## src/rtl/cop_wb_queue_if.sv

```systemverilog
// Handshake bundle between co-processor, write-back queue, register file and hazard unit.
// slave = queue side; master = the surrounding pipeline driving it.
interface cop_wb_queue_if #(
    parameter int AW = 2
);
    logic        cop_wr;
    logic [31:0] cop_insn;
    logic [31:0] cop_rd;
    logic        cop_rdywr;
    logic        flush;
    logic        rf_wen;
    logic [4:0]  rf_waddr;
    logic [31:0] rf_wdata;
    logic        rf_ack;
    logic [4:0]  chk_addr;
    logic        chk_pending;
    logic [AW:0] occ;

    modport slave (
        input  cop_wr, cop_insn, cop_rd, flush, rf_ack, chk_addr,
        output cop_rdywr, rf_wen, rf_waddr, rf_wdata, chk_pending, occ
    );

    modport master (
        output cop_wr, cop_insn, cop_rd, flush, rf_ack, chk_addr,
        input  cop_rdywr, rf_wen, rf_waddr, rf_wdata, chk_pending, occ
    );
endinterface

```

## src/rtl/cop_wb_queue.sv

```systemverilog
// In-order write-back FIFO from co-processor results to the register-file port; push visible on rf_wen one edge later.
// Back-pressure: cop_rdywr drops while full; the head holds stable until rf_ack.
module cop_wb_queue #(
    parameter int DEPTH = 4,
    parameter int AW    = 2
) (
    input  logic           cop_clk,
    input  logic           cop_rst,
    cop_wb_queue_if.slave  q
);
    typedef struct packed {
        logic [4:0]  idx;
        logic [31:0] dat;
    } entry_t;

    localparam logic [AW:0] DEPTH_C = (AW+1)'(DEPTH);

    entry_t        mem [DEPTH];
    entry_t        head;
    logic [AW-1:0] rd_ptr;
    logic [AW-1:0] wr_ptr;
    logic [AW:0]   cnt;
    logic          full;
    logic          empty;
    logic          push;
    logic          pop;
    logic [4:0]    wr_idx;
    logic          pend;
    logic [AW-1:0] slot;
    logic          unused_insn;

    assign wr_idx      = q.cop_insn[11:7];
    assign unused_insn = ^{q.cop_insn[31:12], q.cop_insn[6:0]};

    assign full  = (cnt == DEPTH_C);
    assign empty = (cnt == '0);

    // x0 writes are acknowledged (rdywr stays high) but never occupy a slot
    assign push = q.cop_wr & ~full & (wr_idx != 5'd0);
    assign pop  = ~empty & q.rf_ack;

    always_ff @(posedge cop_clk or negedge cop_rst) begin
        if (!cop_rst) begin
            rd_ptr <= '0;
            wr_ptr <= '0;
            cnt    <= '0;
        end else if (q.flush) begin
            rd_ptr <= '0;
            wr_ptr <= '0;
            cnt    <= '0;
        end else begin
            if (push) wr_ptr <= wr_ptr + AW'(1);
            if (pop)  rd_ptr <= rd_ptr + AW'(1);
            case ({push, pop})
                2'b10:   cnt <= cnt + (AW+1)'(1);
                2'b01:   cnt <= cnt - (AW+1)'(1);
                default: cnt <= cnt;
            endcase
        end
    end

    // Payload storage needs no reset: every read is qualified by cnt
    always_ff @(posedge cop_clk) begin
        if (push) mem[wr_ptr] <= '{idx: wr_idx, dat: q.cop_rd};
    end

    assign head       = mem[rd_ptr];
    assign q.rf_wen   = ~empty;
    assign q.rf_waddr = empty ? 5'd0  : head.idx;
    assign q.rf_wdata = empty ? 32'd0 : head.dat;
    assign q.cop_rdywr = ~full;
    assign q.occ      = cnt;

    always_comb begin
        pend = 1'b0;
        slot = '0;
        for (int i = 0; i < DEPTH; i++) begin
            slot = rd_ptr + AW'(i);
            if (((AW+1)'(i) < cnt) && (mem[slot].idx == q.chk_addr)) pend = 1'b1;
        end
    end

    assign q.chk_pending = pend & (q.chk_addr != 5'd0);
endmodule

```

## src/flat_wrapper.sv

```systemverilog
// flat-port wrapper written by rule: the top's interface ports become plain ports
module cop_wb_queue_flat 
#(
    parameter int DEPTH = 4,
    parameter int AW    = 2
)
  (cop_clk, cop_rst, q_cop_wr, q_cop_insn, q_cop_rd, q_flush, q_rf_ack, q_chk_addr, q_cop_rdywr, q_rf_wen, q_rf_waddr, q_rf_wdata, q_chk_pending, q_occ);
  cop_wb_queue_if #(.AW(AW)) q_i ();
  input  logic cop_clk;
  input  logic cop_rst;
  input wire logic [$bits(q_i.cop_wr)-1:0] q_cop_wr;
  input wire logic [$bits(q_i.cop_insn)-1:0] q_cop_insn;
  input wire logic [$bits(q_i.cop_rd)-1:0] q_cop_rd;
  input wire logic [$bits(q_i.flush)-1:0] q_flush;
  input wire logic [$bits(q_i.rf_ack)-1:0] q_rf_ack;
  input wire logic [$bits(q_i.chk_addr)-1:0] q_chk_addr;
  output wire logic [$bits(q_i.cop_rdywr)-1:0] q_cop_rdywr;
  output wire logic [$bits(q_i.rf_wen)-1:0] q_rf_wen;
  output wire logic [$bits(q_i.rf_waddr)-1:0] q_rf_waddr;
  output wire logic [$bits(q_i.rf_wdata)-1:0] q_rf_wdata;
  output wire logic [$bits(q_i.chk_pending)-1:0] q_chk_pending;
  output wire logic [$bits(q_i.occ)-1:0] q_occ;
  assign q_i.cop_wr = q_cop_wr;
  assign q_i.cop_insn = q_cop_insn;
  assign q_i.cop_rd = q_cop_rd;
  assign q_i.flush = q_flush;
  assign q_i.rf_ack = q_rf_ack;
  assign q_i.chk_addr = q_chk_addr;
  assign q_cop_rdywr = q_i.cop_rdywr;
  assign q_rf_wen = q_i.rf_wen;
  assign q_rf_waddr = q_i.rf_waddr;
  assign q_rf_wdata = q_i.rf_wdata;
  assign q_chk_pending = q_i.chk_pending;
  assign q_occ = q_i.occ;
  cop_wb_queue #(.DEPTH(DEPTH), .AW(AW)) u_core (.cop_clk(cop_clk), .cop_rst(cop_rst), .q(q_i));
endmodule
```

## config.mk

```make
export PLATFORM = sky130hd
export DESIGN_NAME = cop_wb_queue_flat
export DESIGN_NICKNAME = d
export VERILOG_FILES = /design/src/rtl/cop_wb_queue_if.sv /design/src/rtl/cop_wb_queue.sv /design/src/flat_wrapper.sv
export SDC_FILE = /design/constraint.sdc
export NUM_CORES = 1
export LEC_CHECK = 0
export CAP_MARGIN = 20
export CORE_ASPECT_RATIO = 0.75
export CORE_MARGIN = 3
export CORE_UTILIZATION = 48
export DETAILED_ROUTE_END_ITERATION = 6
export GPL_ROUTABILITY_DRIVEN = 0
export MAX_ROUTING_LAYER = met4
export PLACE_DENSITY = 0.83
export SLEW_MARGIN = 10
export SYNTH_ARGS = -nofsm -noshare
export SYNTH_HDL_FRONTEND = slang
export SYNTH_SLANG_ARGS = --single-unit
```

## constraint.sdc

```tcl
create_clock -name cop_clk -period 2.6 [get_ports cop_clk]
set_input_delay 0.65 -clock cop_clk [delete_from_list [all_inputs] [get_ports cop_clk]]
set_output_delay 0.65 -clock cop_clk [all_outputs]
set_load 0.01 [all_outputs]
```

==> qor.yml <==
tns_ps: -3510
crit_fanout: 4
vias: 4037
power_leakage_nw: 3.32
timing.final.crit_share_pct: 122
vias_per_cell: 5.58
slew_viol_final: 0
fin_area_sq_um: 9430
cts_root_buffer: "clkbuf_16"
yosysUniqueCellTypes: 40
io_pins: 117
die_h_microns: 109
synth_xor_area_share_pct: 4.01
grt_pass1_vias: 4108
synth_seq_cells: 155
ir_drop_mv: 0.716
clock_path_buffers: 2
wl_mm: 15.8
grt_first_pass_wirelength_mm: 23.3
clock_latency_ps: 430
antenna_found_initial: 0
fillers: 815
hold_class: "input port to async pin"
rsz0062_at_grt: "yes"
drc: 0
synth_mux_area_share_pct: 15.6
ys_async_sr_fraction_pct: 4.52
layout_setup_ws_ps: -563
cts.clk_slew.worst_paths_ps: 60
drt_iter0_drc: 253
dieArea_sq_um: 15600
setup_viol: 30
synth_simple_gate_area_share_pct: 6.45
die_w_microns: 143
skew_ps: 13.6
h-tree-depth: 4
rr_startpoint: "u_core.q.occ[0]"
violations: "setup timing"
arrival_ps: 2510
finalHoldViolCount: 0
synthAdderAreaFrac_pct: 1.44
yosysWarnings: 0
power_w: 0.0103
syn_inst: 378
synth_compound_area_share_pct: 1.57
worst_pin_slew_ps: 307
required_ps: 1950
rows: 36
post-route-util_pct: 70.5
synth_area_sq_um: 6770
layout-drive-gt1-share_pct: 43.0
overflow: 0
status: "finished, violations left"
yosysSeqAreaShare_pct: 68.2
postRouteAntennaNets: 0
synth_flop_cell: "edfxtp_1"
syn_avg_cell_area_sq_um: 17.9
post_dp_cell_area_sq_um: 8170
numPortBuffers: 89
dp_hpwl_mm: 9.11
clock-sinks: 155
cp-startpoint: "u_core.rd_ptr[1]"
grt_start_max_net_pins: 21
cap_violations: 0
core_area_sq_um: 13400
synth_edf_count: 148
wire_per_inst_microns: 21.8
cts_tree: "done"
initial_utilization_pct: 50.6
slew_headroom_pct: 79.0
synth_top_family_by_area: "multiplexers"
min_period_ps: 3160
grt.total_usage_pct: 21.1
startpoint_type: "register"
max_freq_mhz: 316
crit_type: "register to output pin"
nets: 619
powerDensity_nw_per_um2: 1090
area_delta_synth_final_pct: 39.2
crit_path_end_kind: "output pin"
synth_nets: 459
cts_made_buffers: 17
first_pass_iters: 4
==> synthesized netlist by cell type, types with 3 or more instances <==
library cell / count / area share [%]
mux2_2: 4 / 0.66
buf_6: 5 / 0.83
buf_4: 3 / 0.33
buf_2: 4 / 0.30
mux4_2: 32 / 11
buf_1: 3 / 0.17
edfxtp_1: 148 / 66
nor3_1: 5 / 0.37
xnor2_1: 22 / 2.8
mux2i_1: 28 / 4.1
and2_1: 37 / 3.4
clkbuf_1: 6 / 0.33
a21oi_1: 4 / 0.30
xor2_1: 9 / 1.2
nor2_1: 13 / 0.72
o21ai_0: 3 / 0.22
nand2_1: 5 / 0.28
dfrtp_1: 7 / 2.6
ha_1: 7 / 1.3
a211oi_1: 3 / 0.33
inv_1: 6 / 0.33
==> layout by cell type (no fill, tap or decap), types with 3 or more instances in the layout <==
cell,count
ha_1,6
buf_2,4
xor2_1,9
buf_8,7
edfxtp_1,148
buf_6,45
xnor2_1,21
clkbuf_16,18
and2_1,4
nand2_1,5
mux2i_1,17
a21oi_1,4
dlygate4sd2_1,6
mux2i_4,4
mux2_2,3
nor3_1,5
dfrtp_1,5
and2_4,29
nor2_1,13
clkdlybuf4s50_1,46
mux2i_2,8
mux4_2,32
and2_2,4
o21ai_0,3
inv_1,3
buf_4,33
buf_16,3
buf_12,15
clkbuf_1,3
inv_6,3
==> power breakdown <==
group / internal, W / switching [W]
clock: 0.00143 / 0.000987
combinational: 0.00273 / 0.00197
sequential: 0.00302 / 0.000118
total: 0.00718 / 0.00307
==> sequential cells by signal, indices dropped and copies added, names as in the netlist <==
| register | cells |
|---|---|
| u_core.mem | 148 |
| u_core.q.occ | 3 |
| u_core.rd_ptr | 2 |
| u_core.wr_ptr | 2 |
==> through the flow <==
stage / hold WS (ps) / std cells / setup WS (ps)
final: 489 / 723 / -563
after global routing: 501 / 722 / -692
after CTS: 476 / 717 / -536
after detailed placement: 606 / 654 / -1110
after global placement: 593 / 654 / -1090
after floorplan: 354 / 378 / -223
==> final cells by class <==
class	count	area (sq um)	share of cell area, %
Antenna cell	1	2.50	0.0265
Clock buffer	20	437	4.63
Clock inverter	12	140	1.49
Inverter	6	25.0	0.265
Multi-Input combinational cell	194	2150	22.8
Sequential cell	155	4620	49.0
Tap cell	171	214	2.27
Timing Repair Buffer	164	1830	19.4
==> critical path: stages, from the launching register on <==
cell and delay, ps:
dfrtp_2 460, buf_4 160, buf_4 150, mux2i_1 190, xnor2_1 170, nor3_1 80, a31oi_1 160, nor3_1 70
or4_1 510, buf_2 160
==> path summary, 6_finish.rpt <==
kind	endpoint	slack (ps)	cells after the start
setup / recovery	q_chk_pending	-560	9
setup reg to reg	u_core.q.occ[1]	660	8
hold reg to reg	u_core.wr_ptr[0]	610	2
max in group asynchronous	u_core.rd_ptr[0]	1840	1
hold / removal	u_core.q.occ[1]	490	1
min in group cop_clk	u_core.wr_ptr[0]	610	2
==> routing by layer <==
layer / vias up / share of wire [%] / GRT usage (%)
li1: 1789 / - / -
met1: 2083 / 44 / 28.7
met5: - / 0 / -
met4: 0 / 1.5 / 7.06
met3: 22 / 6.1 / 5.26
met2: 143 / 49 / 31.5
==> logic make-up after synthesis <==
| family | count (synthesis) |
|---|---|
| xor+xnor | 31 |
| fa+ha+maj | 8 |
| simple gates | 74 |
| mux | 65 |
| flops | 155 |
| buf+inv | 29 |
| compound gates | 16 |
==> timing repair <==
action	4_1_cts	5_1_grt
hold endpoints to repair	0	0
hold buffers	0	0
setup endpoints to repair	39	37
cloned	3	1
setup buffers	28	12
resized for setup	230	55
pin swaps	23	13
Power figures use the tool's default switching activity.
